===== src/rtl/mod_q_pkg.sv =====
// Shared constants and types for arithmetic modulo the Dilithium prime q.
package mod_q_pkg;

  localparam int Q_WIDTH = 23;
  localparam logic [Q_WIDTH-1:0] Q = 23'd8380417;

  localparam int TIMEOUT_CYCLES_DEF = 16;

  typedef enum logic [2:0] {
    IDLE  = 3'd0,
    PRE   = 3'd1,
    MUL   = 3'd2,
    ISSUE = 3'd3,
    WAIT  = 3'd4,
    OUT   = 3'd5
  } state_t;

endpackage


===== src/rtl/mod_q_correct.sv =====
// Single conditional subtract that folds any 23-bit value into [0, q).
// One subtraction is enough because 2^23 < 2q.
module mod_q_correct
  import mod_q_pkg::*;
(
  input  logic [Q_WIDTH-1:0] x,
  output logic [Q_WIDTH-1:0] y
);

  assign y = (x >= Q) ? (x - Q) : x;

endmodule


===== src/rtl/modular_mult_initiator.sv =====
// Accepts operand pairs, range-corrects them, forms the 46-bit product,
// hands it to an external Barrett reducer with a start pulse, and returns
// the reduced value (or a watchdog error) downstream.
module modular_mult_initiator #(
  parameter int Q_WIDTH        = 23,
  parameter int DATA_WIDTH     = 48,
  parameter int TIMEOUT_CYCLES = mod_q_pkg::TIMEOUT_CYCLES_DEF
) (
  input  logic                  clk,
  input  logic                  rst,
  input  logic                  in_valid,
  output logic                  in_ready,
  input  logic [Q_WIDTH-1:0]    in_a,
  input  logic [Q_WIDTH-1:0]    in_b,
  output logic                  red_start,
  output logic [DATA_WIDTH-1:0] red_data,
  input  logic                  red_done,
  input  logic [Q_WIDTH-1:0]    red_result,
  output logic                  out_valid,
  input  logic                  out_ready,
  output logic [Q_WIDTH-1:0]    out_data,
  output logic                  out_err
);
  import mod_q_pkg::*;

  localparam int CNT_W = $clog2(TIMEOUT_CYCLES);
  localparam logic [CNT_W-1:0] CNT_TERM = CNT_W'(TIMEOUT_CYCLES - 1);

  state_t               state;
  logic [CNT_W-1:0]     cnt;

  logic [Q_WIDTH-1:0]   op_a_p0;
  logic [Q_WIDTH-1:0]   op_b_p0;
  logic [Q_WIDTH-1:0]   corr_a;
  logic [Q_WIDTH-1:0]   corr_b;
  logic [Q_WIDTH-1:0]   op_a_p1;
  logic [Q_WIDTH-1:0]   op_b_p1;
  logic [2*Q_WIDTH-1:0] prod;

  // Stage p0 -> p1: range correction of the captured operands
  mod_q_correct u_corr_a (
    .x (op_a_p0),
    .y (corr_a)
  );

  mod_q_correct u_corr_b (
    .x (op_b_p0),
    .y (corr_b)
  );

  // Stage p1 -> product: full-width unsigned multiply of corrected operands
  assign prod = {{Q_WIDTH{1'b0}}, op_a_p1} * {{Q_WIDTH{1'b0}}, op_b_p1};

  // Operand pipeline registers; never observed outside, so left unreset
  always_ff @(posedge clk) begin
    if (state == IDLE && in_valid) begin
      op_a_p0 <= in_a;
      op_b_p0 <= in_b;
    end
    if (state == PRE) begin
      op_a_p1 <= corr_a;
      op_b_p1 <= corr_b;
    end
  end

  // Transaction sequencer with registered handshake, launch and result outputs
  always_ff @(posedge clk) begin
    if (rst) begin
      state     <= IDLE;
      in_ready  <= 1'b1;
      red_start <= 1'b0;
      red_data  <= '0;
      out_valid <= 1'b0;
      out_data  <= '0;
      out_err   <= 1'b0;
      cnt       <= '0;
    end else begin
      case (state)
        IDLE: begin
          if (in_valid) begin
            in_ready <= 1'b0;
            state    <= PRE;
          end
        end
        PRE: begin
          state <= MUL;
        end
        MUL: begin
          red_data  <= DATA_WIDTH'(prod);
          red_start <= 1'b1;
          state     <= ISSUE;
        end
        ISSUE: begin
          red_start <= 1'b0;
          cnt       <= '0;
          state     <= WAIT;
        end
        WAIT: begin
          if (cnt != CNT_TERM) begin
            cnt <= cnt + 1'b1;
          end
          // A completion in the terminal cycle still counts as a success.
          if (red_done) begin
            out_data  <= red_result;
            out_err   <= 1'b0;
            out_valid <= 1'b1;
            state     <= OUT;
          end else if (cnt == CNT_TERM) begin
            out_data  <= '0;
            out_err   <= 1'b1;
            out_valid <= 1'b1;
            state     <= OUT;
          end
        end
        OUT: begin
          if (out_ready) begin
            out_valid <= 1'b0;
            in_ready  <= 1'b1;
            state     <= IDLE;
          end
        end
        default: begin
          state <= IDLE;
        end
      endcase
    end
  end

endmodule

===== config.mk =====
export PLATFORM = sky130hd
export DESIGN_NAME = modular_mult_initiator
export DESIGN_NICKNAME = d
export VERILOG_FILES = /design/src/rtl/mod_q_pkg.sv /design/src/rtl/mod_q_correct.sv /design/src/rtl/modular_mult_initiator.sv
export SDC_FILE = /design/constraint.sdc
export NUM_CORES = 2
export LEC_CHECK = 0
export CAP_MARGIN = 5
export CORE_MARGIN = 4
export CORE_UTILIZATION = 40
export CTS_CLUSTER_SIZE = 20
export DETAILED_ROUTE_END_ITERATION = 10
export PLACE_DENSITY = 0.6
export SLEW_MARGIN = 40
export SYNTH_ARGS = -nofsm -noshare
export SYNTH_HDL_FRONTEND = slang
export SYNTH_SLANG_ARGS = --single-unit

===== constraint.sdc =====
create_clock -name clk -period 10.8 [get_ports clk]
set_input_delay 3.24 -clock clk [delete_from_list [all_inputs] [get_ports clk]]
set_output_delay 3.24 -clock clk [all_outputs]
set_load 0.02 [all_outputs]

==> metrics.md <==
| Metric | Value |
|---|---|
| Commonest non-fill, non-tap cell in the layout | `inv_1` |
| Synthesized area per cell | `9.29 µm²` |
| Fin Hold WS | `449 ps` |
| FF+latch count, synth | `172` |
| Clk_skew | `25.4 ps` |
| N_diodes | `0` |
| Clock sink count | `172` |
| Later-pin clock latency in the skew report | `490 ps` |
| Vias post-DR | `17710` |
| CTS Hold Bufs | `0` |
| DR vias/cell | `5.13` |
| Final Net Count | `3354` |
| Top cell type's share of synthesized area | `36.5%` |
| Area grow syn2layout | `12.9%` |
| Crit path time final | `7650 ps` |
| GRT Residual Overflow | `0` |
| EDFF count, synth | `92` |
| Critical Path Source | `op_a_p1[9]` |
| First-pass GRT wire length | `103 mm` |
| Reg2reg start | `op_a_p1[9]` |
| Asr flop ratio synth | `0%` |
| Synth Warn # | `0` |
| Share of cells above drive strength 1 | `4.18%` |
| Final slew viol count | `0` |
| Port Buf Inserts | `146` |
| Gr usage total | `20.6%` |
| Fin. Hold Viols | `0` |
| Worst-path maximum fanout | `23` |
| Antenna violations before repair | `0` |
| Final ANT Viol Nets | `0` |
| Top_reg_cell synth | `edfxtp_1` |
| Final wirelength | `63.9 mm` |
| Max Cap Violations | `0` |
| CTS Buf Count | `17` |
| Clock transition at path regs | `70 ps` |
| Maximum number of pins on one net before global-route repair | `82` |
| Mapped Area | `0.0240 mm²` |
| Cts repair resizes | `0` |
| WS Path Type | `reg2reg` |
| Status | `complete, no violations` |
| Io pins | `149` |
| Hold Path Class | `reg2reg` |
| Vias in the first global route | `19158` |
| Iteration count of the initial detailed-routing pass | `5` |
| Worst Tran Pin Value | `888 ps` |
| Hold_sp | `red_data[35]` |
| Clk buf depth | `2` |
| TritonCTS clock tree | `done` |
| Footprint of the multi-input gates | `0.0172 mm²` |
| Root buffer cell | `clkbuf_16` |
| Final setup viols | `0` |
| Die Span Y | `253 µm` |
| Unrepaired setup endpoints after global routing | `false` |
| CP startpoint kind | `flop` |
| Initial DRC count | `1190` |
| Yosys top cell by area | `fa_1` |
| Sum Neg Setup Slack | `0 ps` |
| Max-slew headroom | `40.8%` |
| Fmax | `0.131 GHz` |
| Core area | `0.0592 mm²` |
| Final GP Congestion | `0.874` |
| Die area | `0.0640 mm²` |
| Critical path data arrival time | `8020 ps` |
| Final Cycle Share | `70.8%` |
| Endpoint class of the critical path | `flop` |
| Synth top area cells | `fa_1, edfxtp_1, ha_1, inv_1, and2_1` |
| Worst EP required | `11170 ps` |
| Post-DR wirelength/cell | `18.5 µm` |
| Fillers | `5714` |
| H-tree depth | `4` |
| # DRC | `0` |
| Row count | `89` |
| Die Wd | `253 µm` |
| Seq. cell area | `0.00436 mm²` |
| Most frequent cells in the layout | `inv_1, fa_1, nand2_1` |
| DP HPWL | `51.3 mm` |
| Post-CTS Setup Bufs | `0` |
| Synth unique cells | `59` |
| Sequential cell area fraction in the yosys report | `18.2%` |
| Synth Instances | `2585` |
| Starting Density | `40.5%` |
-- worst paths after layout --
kind / endpoint / slack [ps] / depth (start not counted)
min: red_data[35] / 450 / 2
max: red_data[43] / 3150 / 23
max reg2reg: red_data[43] / 3150 / 23
min reg2reg: red_data[35] / 450 / 2
-- routing by layer --
metal  vias up  wire (µm)  global-route usage (%)
met5         -          0                       0
met4         0       2160                    7.42
met3       105       2820                    2.94
met2       463      33000                    36.4
met1      9058      26000                    25.8
li1       8084          -                       -
-- sequential cells by signal, summed over array words and instances, names as in the netlist --
name       cells
red_data      46
op_a_p0       23
op_a_p1       23
op_b_p0       23
op_b_p1       23
out_data      23
cnt            4
state          3
in_ready       1
out_err        1
out_valid      1
red_start      1
-- per-stage QoR --
step,util [%],area (µm²),setup slack (ps),std cells
after floorplan,-,24000,2220,2586
after global routing,45.8,27100,2880,3451
after detailed placement,44.5,26400,3190,3414
after CTS,45.7,27000,3170,3446
final,45.8,27100,3150,3451
after global placement,44.1,26100,3230,3390
-- cell type report --
class | instances | area share (%)
multi-input cells | 1765 | 63.5
clock inverters | 14 | 0.844
inverters | 509 | 7.05
flip-flops and latches | 172 | 16.1
well taps | 773 | 3.57
clock buffers | 18 | 1.58
repair buffers | 200 | 7.35
-- cell families (layout without fill, tap and decap cells) --
kind of cell,Yosys count,after routing,share of synthesized area [%]
AOI/OAI and AO/OA,251,251,6.72
adders and majority gates,615,615,45.7
other,1,2,0.0156
xor gates and xnor gates,49,49,1.79
muxes,3,3,0.135
and+or+nand+nor,845,845,17.2
DFF,172,172,18.2
buffers and inverters,649,741,10.2
-- cell usage after synthesis (all sizes together), types with 4 or more instances --
master  number
a31oi        7
o21bai       9
a211o        5
or2          5
o31ai        5
nand4       19
clkbuf     125
xnor2       20
a21o        18
nor3b        4
inv        509
xor2        29
nand2b       7
or3         10
nand3       10
o211ai      10
nand3b      12
buf         15
nor2        72
ha         177
and2       258
nor3        27
a211oi      12
a22oi       23
o21a         7
nand2      397
edfxtp      92
a21oi       89
and3         6
dfxtp       80
nor4         8
or4          6
fa         438
o21ai       43
-- critical path: stages (launching register included) --
cell      delay (ps)
edfxtp_1         930
and2_1           260
fa_1             450
fa_1             530
inv_1             50
fa_1             470
inv_1             50
fa_1             520
inv_1             60
fa_1             540
inv_1             50
fa_1             470
inv_1             50
fa_1             510
inv_1             60
ha_1             350
and2_1           210
nand3_1          100
or3_1            330
o221a_2          320
a211o_1          360
a21oi_1          260
mux2_2           370
a32o_1           240
Power is left out: the tool's default activity adds up to more than one toggle a clock period on the data nets, which glitch-free logic cannot reach.
